`src/rtl/crc_frame_packer_if.sv`:
```
// Stream and CRC-engine signal bundle for crc_frame_packer.
// The slave modport is the packer itself; the master modport is whatever
// surrounds it (upstream source, CRC engine, downstream sink).
interface crc_frame_packer_if;
  logic [31:0] in_data;
  logic        in_valid;
  logic        in_last;
  logic        in_ready;
  logic        crc_clr;
  logic [31:0] crc_data;
  logic        crc_rd;
  logic [31:0] crc_in;
  logic        crc_ready;
  logic [31:0] out_data;
  logic        out_valid;
  logic        out_last;
  logic        out_ready;
  logic        frame_err;

  modport master (
    output in_data, in_valid, in_last, crc_in, crc_ready, out_ready,
    input  in_ready, crc_clr, crc_data, crc_rd, out_data, out_valid, out_last, frame_err
  );

  modport slave (
    input  in_data, in_valid, in_last, crc_in, crc_ready, out_ready,
    output in_ready, crc_clr, crc_data, crc_rd, out_data, out_valid, out_last, frame_err
  );
endinterface

```
`src/rtl/crc_frame_packer.sv`:
```
// Frame assembler in front of a CRC32 engine: buffers a payload frame while
// streaming it into the engine, then emits header, payload and CRC trailer.
module crc_frame_packer #(
  parameter int          DEPTH   = 16,
  parameter int          AW      = 4,
  parameter logic [15:0] HDR_TAG = 16'hC3A5
) (
  input logic               clk,
  input logic               rst,
  crc_frame_packer_if.slave bus
);

  typedef enum logic [2:0] {
    CLR,
    COLLECT,
    WAIT_CRC,
    HDR,
    PAY,
    TAIL
  } state_t;

  // Count value reached just before the DEPTH-th beat is accepted.
  localparam logic [AW:0] LAST_CNT = (AW + 1)'(DEPTH - 1);

  state_t      state_q, state_d;
  logic [AW:0] wrCnt_q, wrCnt_d;
  logic [AW:0] rdCnt_q, rdCnt_d;
  logic        crcClr_q, crcClr_d;
  logic        waitArmed_q;
  logic [31:0] crcVal_q;
  logic [31:0] crcData_q;
  logic        crcRd_q;
  logic [31:0] mem_q [DEPTH];

  logic        inAccept;
  logic        crcLatch;
  logic        frameErr;
  logic        inReady;
  logic        outValid;
  logic        outLast;
  logic [31:0] outData;
  logic [15:0] hdrCount;

  assign hdrCount = 16'(wrCnt_q);

  // Next-state and output decode; CLR spends one cycle idle and one cycle pulsing crc_clr so the pulse never overlaps reset.
  always_comb begin
    state_d  = state_q;
    wrCnt_d  = wrCnt_q;
    rdCnt_d  = rdCnt_q;
    crcClr_d = 1'b0;
    inAccept = 1'b0;
    crcLatch = 1'b0;
    frameErr = 1'b0;
    inReady  = 1'b0;
    outValid = 1'b0;
    outLast  = 1'b0;
    outData  = 32'h0;
    case (state_q)
      CLR: begin
        wrCnt_d = '0;
        rdCnt_d = '0;
        if (!crcClr_q) begin
          crcClr_d = 1'b1;
        end else begin
          state_d = COLLECT;
        end
      end
      COLLECT: begin
        inReady = 1'b1;
        if (bus.in_valid) begin
          inAccept = 1'b1;
          wrCnt_d  = wrCnt_q + 1'b1;
          if (bus.in_last) begin
            state_d = WAIT_CRC;
          end else if (wrCnt_q == LAST_CNT) begin
            state_d  = WAIT_CRC;
            frameErr = 1'b1;
          end
        end
      end
      WAIT_CRC: begin
        if (waitArmed_q && bus.crc_ready) begin
          crcLatch = 1'b1;
          state_d  = HDR;
        end
      end
      HDR: begin
        outValid = 1'b1;
        outData  = {HDR_TAG, hdrCount};
        if (bus.out_ready) begin
          state_d = PAY;
        end
      end
      PAY: begin
        outValid = 1'b1;
        outData  = mem_q[rdCnt_q[AW-1:0]];
        if (bus.out_ready) begin
          rdCnt_d = rdCnt_q + 1'b1;
          if (rdCnt_d == wrCnt_q) begin
            state_d = TAIL;
          end
        end
      end
      TAIL: begin
        outValid = 1'b1;
        outLast  = 1'b1;
        outData  = crcVal_q;
        if (bus.out_ready) begin
          state_d = CLR;
        end
      end
      default: begin
        state_d = CLR;
      end
    endcase
  end

  // State, counters and CRC-side registers; waitArmed_q masks crc_ready in the first WAIT_CRC cycle (the final crc_rd cycle).
  always_ff @(posedge clk or posedge rst) begin
    if (rst) begin
      state_q     <= CLR;
      wrCnt_q     <= '0;
      rdCnt_q     <= '0;
      crcClr_q    <= 1'b0;
      waitArmed_q <= 1'b0;
      crcVal_q    <= 32'h0;
      crcData_q   <= 32'h0;
      crcRd_q     <= 1'b0;
    end else begin
      state_q     <= state_d;
      wrCnt_q     <= wrCnt_d;
      rdCnt_q     <= rdCnt_d;
      crcClr_q    <= crcClr_d;
      waitArmed_q <= (state_q == WAIT_CRC);
      crcRd_q     <= inAccept;
      if (inAccept) begin
        crcData_q <= bus.in_data;
      end
      if (crcLatch) begin
        crcVal_q <= bus.crc_in;
      end
    end
  end

  // Payload buffer; contents are only meaningful below the current count, so no reset is needed.
  always_ff @(posedge clk) begin
    if (inAccept) begin
      mem_q[wrCnt_q[AW-1:0]] <= bus.in_data;
    end
  end

  assign bus.in_ready  = inReady;
  assign bus.crc_clr   = crcClr_q;
  assign bus.crc_data  = crcData_q;
  assign bus.crc_rd    = crcRd_q;
  assign bus.out_data  = outData;
  assign bus.out_valid = outValid;
  assign bus.out_last  = outLast;
  assign bus.frame_err = frameErr;

endmodule

```
`src/flat_wrapper.sv`:
```
// flat-port wrapper written by rule: the top's interface ports become plain ports
module crc_frame_packer_flat 
#(
  parameter int          DEPTH   = 16,
  parameter int          AW      = 4,
  parameter logic [15:0] HDR_TAG = 16'hC3A5
)
  (clk, rst, bus_in_data, bus_in_valid, bus_in_last, bus_crc_in, bus_crc_ready, bus_out_ready, bus_in_ready, bus_crc_clr, bus_crc_data, bus_crc_rd, bus_out_data, bus_out_valid, bus_out_last, bus_frame_err);
  crc_frame_packer_if bus_i ();
  input logic clk;
  input logic rst;
  input wire logic [$bits(bus_i.in_data)-1:0] bus_in_data;
  input wire logic [$bits(bus_i.in_valid)-1:0] bus_in_valid;
  input wire logic [$bits(bus_i.in_last)-1:0] bus_in_last;
  input wire logic [$bits(bus_i.crc_in)-1:0] bus_crc_in;
  input wire logic [$bits(bus_i.crc_ready)-1:0] bus_crc_ready;
  input wire logic [$bits(bus_i.out_ready)-1:0] bus_out_ready;
  output wire logic [$bits(bus_i.in_ready)-1:0] bus_in_ready;
  output wire logic [$bits(bus_i.crc_clr)-1:0] bus_crc_clr;
  output wire logic [$bits(bus_i.crc_data)-1:0] bus_crc_data;
  output wire logic [$bits(bus_i.crc_rd)-1:0] bus_crc_rd;
  output wire logic [$bits(bus_i.out_data)-1:0] bus_out_data;
  output wire logic [$bits(bus_i.out_valid)-1:0] bus_out_valid;
  output wire logic [$bits(bus_i.out_last)-1:0] bus_out_last;
  output wire logic [$bits(bus_i.frame_err)-1:0] bus_frame_err;
  assign bus_i.in_data = bus_in_data;
  assign bus_i.in_valid = bus_in_valid;
  assign bus_i.in_last = bus_in_last;
  assign bus_i.crc_in = bus_crc_in;
  assign bus_i.crc_ready = bus_crc_ready;
  assign bus_i.out_ready = bus_out_ready;
  assign bus_in_ready = bus_i.in_ready;
  assign bus_crc_clr = bus_i.crc_clr;
  assign bus_crc_data = bus_i.crc_data;
  assign bus_crc_rd = bus_i.crc_rd;
  assign bus_out_data = bus_i.out_data;
  assign bus_out_valid = bus_i.out_valid;
  assign bus_out_last = bus_i.out_last;
  assign bus_frame_err = bus_i.frame_err;
  crc_frame_packer #(.DEPTH(DEPTH), .AW(AW), .HDR_TAG(HDR_TAG)) u_core (.clk(clk), .rst(rst), .bus(bus_i));
endmodule
```
`config.mk`:
```
export PLATFORM = sky130hd
export DESIGN_NAME = crc_frame_packer_flat
export DESIGN_NICKNAME = d
export VERILOG_FILES = /design/src/rtl/crc_frame_packer_if.sv /design/src/rtl/crc_frame_packer.sv /design/src/flat_wrapper.sv
export SDC_FILE = /design/constraint.sdc
export NUM_CORES = 1
export LEC_CHECK = 0
export BUFFER_PORTS_ARGS = -buffer_cell sky130_fd_sc_hd__buf_2
export CORE_MARGIN = 2
export CORE_UTILIZATION = 40
export CTS_BUF_LIST = sky130_fd_sc_hd__clkbuf_16
export DETAILED_ROUTE_END_ITERATION = 16
export HOLD_SLACK_MARGIN = 0.15
export PLACE_DENSITY = 0.65
export REMOVE_ABC_BUFFERS = 1
export SLEW_MARGIN = 10
export SYNTH_ARGS = -nofsm -noshare
export SYNTH_HDL_FRONTEND = slang
export SYNTH_SLANG_ARGS = --single-unit
```
`constraint.sdc`:
```
create_clock -name clk -period 6 [get_ports clk]
set_input_delay 0.3 -clock clk [delete_from_list [all_inputs] [get_ports clk]]
set_output_delay 0.3 -clock clk [all_outputs]
set_load 0.05 [all_outputs]
```
==> qor_table.md <==
| Parameter | This run | Unit |
|:---|:---|:---|
| Detail Placement HPWL | 31.4 | mm |
| Post-route DRC | 0 | - |
| Internal Power | 0.00751 | W |
| Register bit total from synthesis | 592 | - |
| Clock latency of the later-clocked register in the worst-skew pair | 0.64 | ns |
| Maximum cell stage delay along the critical path | 1.14 | ns |
| Avg Cell Area, Syn | 18.5 | um2 |
| Chip width | 245 | um |
| Class of the most critical setup path | reg -> out | - |
| Overall die area | 59800 | um2 |
| Least setup slack across all paths after layout | 1.98 | ns |
| Power per unit of standard cell area | 385 | nW/um2 |
| First-pass GRT wire length | 81.6 | mm |
| Required time of the worst setup path | 5.70 | ns |
| Overflow left after global routing | 0 | - |
| Vias per Instance | 5.35 | - |
| Clock-pin slew of the registers on the worst-case setup and hold paths | 0.06 | ns |
| Number of filler cells placed in the layout | 4797 | - |
| Site Rows | 88 | - |
| Detailed router's first-iteration violation count | 1212 | - |
| Largest fanout of any net on the critical path | 65 | - |
| Endpoint type of the worst setup path | output pin | - |
| Setup TNS | 0 | ns |
| Detailed-routing iteration count for the pre-antenna-repair pass | 5 | - |
| Maximum number of pins on one net before global-route repair | 66 | - |
| Area occupied by multi-input gates | 5490 | um2 |
| Total clock buffers created by CTS | 60 | - |
| Total number of nets in the final design | 1558 | - |
| Share of synthesized cell area in full adder, half adder and majority cells | 0.324 | % |
| P_sw | 0.00308 | W |
| Synthesized netlist cell count | 1250 | - |
| Async set-or-reset flop fraction in the synthesized netlist | 13.5 | % |
| Number of synthesized flops with an enable pin | 512 | - |
| Count of nets left with antenna violations after detail routing | 0 | - |
| Count of different cell masters after synthesis | 46 | - |
| Outcome | finished, final reports clean | - |
| Number of I/O pins | 140 | - |
| CTS H-tree depth | 2 | - |
| Total area of sequential cells | 17400 | um2 |
| Drt wl/cell | 24.0 | um |
| Core Area | 57500 | um2 |
| Main combinational cell family by area after synthesis | multiplexers | - |
| Simple-gate area share of the yosys netlist | 3.83 | % |
| Clock tree skew after final layout | 0.0235 | ns |
| Library cell appearing most often on the critical path | sky130_fd_sc_hd__nand2_1 | - |
| Diode insertion count for antenna repair | 0 | - |
| CTS Sinks | 592 | - |
| Number of warnings reported in the yosys synthesis log | 0 | - |
| Headroom to the max-slew limit | 27.6 | % |
| Multiplexer fraction of the synthesized cell area | 14.9 | % |
| Leakage Power | 9.43 | nW |
| Worst hold-check path type | in -> reg | - |
| Starting utilization of the core area | 40.3 | % |
| Placement Cell Area | 24800 | um2 |
| WP data arrival | 3.72 | ns |
| Synth-to-layout area growth | 18.8 | % |
| Number of max-cap violations | 0 | - |
| Post-Place Setup Slack | 2.56 | ns |
| Number of endpoints with negative hold slack in the final report | 0 | - |
| Clk buf depth | 3 | - |
| Layout cells sized above 1 | 26.2 | % |
| Overall global routing resource usage | 18.5 | % |
| Final std cell area, no fill | 27500 | um2 |
| Net Sw Frac | 29.1 | % |
| Slew at the pin with the worst max-slew slack | 1.09 | ns |
| Shortest clock period the worst path allows after layout | 4.02 | ns |
| Sequential Power Share | 46.7 | % |
| Post-route fraction of the period consumed by the critical path | 66.9 | % |
| Chip Height | 245 | um |
| Final wirelength | 55.0 | mm |
| Via count of the first global-routing pass | 12800 | - |
| Highest ir drop seen on vdd | 0.000259 | V |
| Launching element type of the critical path | flip-flop | - |
| Max-slew violations | 0 | - |
| Post-layout power | 0.0106 | W |
| Vias | 12300 | - |
| Post-synthesis xor/xnor area fraction | 0.341 | % |
| Last weighted congestion value of the routability-driven placer | 0.735 | - |
| Initial antenna violation count | 3 | - |
| Root Buffer | sky130_fd_sc_hd__clkbuf_16 | - |
| Clock share of power | 35.3 | % |
| CTS tree | built | - |
| Highest Clock Rate | 0.249 | GHz |
| Ys flop type | sky130_fd_sc_hd__edfxtp_1 | - |
| Cell-by-cell listing of the critical path | buf_4 > mux4_2 > nand2_1 > nand2_1 > a222oi_1 > nand2_1 > buf_2 | - |
| Worst-case reg-to-reg path depth | 6 | - |
| Area fraction in compound gates after synthesis | 3.75 | % |
| Setup repair after global routing missed its margin | no | - |
| Critical Path Slowest Stage Cell | sky130_fd_sc_hd__dfrtp_4 | - |
| Final Core Density | 47.8 | % |
| Share of power burned in combinational logic | 18.0 | % |
| Synthesized area | 23100 | um2 |
| Input/output buffers | 139 | - |
| Fraction of the yosys area taken by sequential cells | 75.1 | % |
| Cell count of the worst hold path | 4 | - |
| Final setup fails | 0 | - |
-- power groups by stage --
stage / sequential [W] / clock, W / combinational (W)
after floorplan: 0.00539 / 0 / 0.000984
after global placement: 0.00502 / 0 / 0.00187
after detailed placement: 0.00503 / 0 / 0.00189
after CTS: 0.00495 / 0.00381 / 0.00193
after global routing: 0.00498 / 0.00398 / 0.00204
final: 0.00495 / 0.00373 / 0.00191
-- layout make-up --
cell class	count	share of cell area, %
flip-flops and latches	592	63.2
multi-input cells	580	20.0
repair buffers	240	5.92
clock buffers	60	5.46
well taps	765	3.48
clock inverters	53	1.82
inverters	8	0.118
-- worst paths after layout --
| path | start | endpoint | slack [ns] |
|---|---|---|---|
| setup / recovery | u_core.rdCnt_q[1] | bus_out_data[4] | 1.98 |
| hold / removal | bus_crc_ready | u_core.crcVal_q[10] | 0.22 |
| setup reg to reg | u_core.state_q[2] | u_core.mem_q[11][16] | 2.71 |
| hold reg to reg | u_core.bus.crc_data[16] | u_core.bus.crc_data[16] | 0.47 |
| max in group asynchronous | rst | u_core.rdCnt_q[0] | 4.64 |
| min in group asynchronous | rst | u_core.crcVal_q[10] | 0.26 |
-- logic make-up (layout without fill, tap and decap cells) --
kind of cell,count (synthesis),after routing
xor+xnor,9,9
compound gates,124,124
buf+inv,78,361
fa+ha+maj,6,6
simple gates,212,212
mux,229,229
flops,592,592
-- worst max-delay path: cells and delay by family, from the launching register on --
family	cells	cell delay [ns]
flip-flops	1	1.14
AND/OR/NAND/NOR	3	0.28
multiplexers	1	0.40
AO/OA/AOI/OAI	1	0.31
buffers and inverters	2	0.90
-- layout by cell type (no fill, tap or decap), drive strengths merged, types with 4 or more instances in the layout --
cell type	instances
nand3	16
nor3	10
clkinv	32
edfxtp	512
inv	17
mux2	33
o211ai	27
a21oi	13
clkinvlp	4
mux4	89
a22oi	16
a221oi	24
a222oi	5
bufinv	8
nor2	23
clkbuf	60
nand2	147
dfrtp	80
o21ai	31
dlygate4sd3	66
mux2i	107
ha	6
xor2	6
buf	174
-- routing by layer --
metal  vias up  global-route usage (%)  part of all wire [%]
met1      6396                    25.1                    43
met2       382                    31.4                    50
li1       5433                       -                     -
met5         -                       0                     0
met3        76                    2.94                   5.5
met4         0                    4.30                   1.9
-- cells in the mapped netlist (3+ instances only) --
| cell type | number | area, um2 |
|---|---|---|
| sky130_fd_sc_hd__nor2_1 | 23 | 86.3 |
| sky130_fd_sc_hd__buf_2 | 27 | 135 |
| sky130_fd_sc_hd__a21oi_1 | 13 | 65.1 |
| sky130_fd_sc_hd__mux2_1 | 4 | 45.0 |
| sky130_fd_sc_hd__a221oi_1 | 24 | 210 |
| sky130_fd_sc_hd__buf_4 | 8 | 60.1 |
| sky130_fd_sc_hd__a22oi_1 | 16 | 120 |
| sky130_fd_sc_hd__mux2i_1 | 107 | 1070 |
| sky130_fd_sc_hd__xnor2_1 | 3 | 26.3 |
| sky130_fd_sc_hd__xor2_1 | 6 | 52.6 |
| sky130_fd_sc_hd__mux4_2 | 87 | 1960 |
| sky130_fd_sc_hd__nor3_1 | 8 | 40.0 |
| sky130_fd_sc_hd__nor2b_1 | 3 | 18.8 |
| sky130_fd_sc_hd__o211ai_1 | 27 | 203 |
| sky130_fd_sc_hd__inv_1 | 6 | 22.5 |
| sky130_fd_sc_hd__mux2_2 | 29 | 327 |
| sky130_fd_sc_hd__ha_1 | 6 | 75.1 |
| sky130_fd_sc_hd__nand3_1 | 15 | 75.1 |
| sky130_fd_sc_hd__a222oi_1 | 5 | 50.1 |
| sky130_fd_sc_hd__edfxtp_1 | 512 | 15400 |
| sky130_fd_sc_hd__o21ai_0 | 31 | 155 |
| sky130_fd_sc_hd__nand2b_1 | 3 | 18.8 |
| sky130_fd_sc_hd__clkbuf_1 | 25 | 93.8 |
| sky130_fd_sc_hd__nand2_1 | 147 | 552 |
| sky130_fd_sc_hd__buf_6 | 5 | 56.3 |
| sky130_fd_sc_hd__buf_1 | 4 | 15.0 |
| sky130_fd_sc_hd__dfrtp_1 | 80 | 2000 |
-- flip-flops by register name, indices dropped and copies added (netlist names) --
signal               count
u_core.bus.crc_data     32
u_core.state_q           3
u_core.mem_q           512
u_core.waitArmed_q       1
u_core.bus.crc_rd        1
u_core.wrCnt_q           5
u_core.bus.crc_clr       1
u_core.crcVal_q         32
u_core.rdCnt_q           5
-- timing repair --
action / 4_1_cts / 5_1_grt
endpoints found under the hold margin: 617 / 0
buffers inserted: 0 / 0
hold buffers: 66 / 0
gates resized for setup: 0 / 0
-- per-stage QoR --
step	instances	hold WS, ns
after global routing	2298	0.225
final	2298	0.224
after CTS	2297	0.236
after global placement	2118	0.390
after detailed placement	2118	0.397
after floorplan	1180	0.399
(Power assumes the default switching activity.)
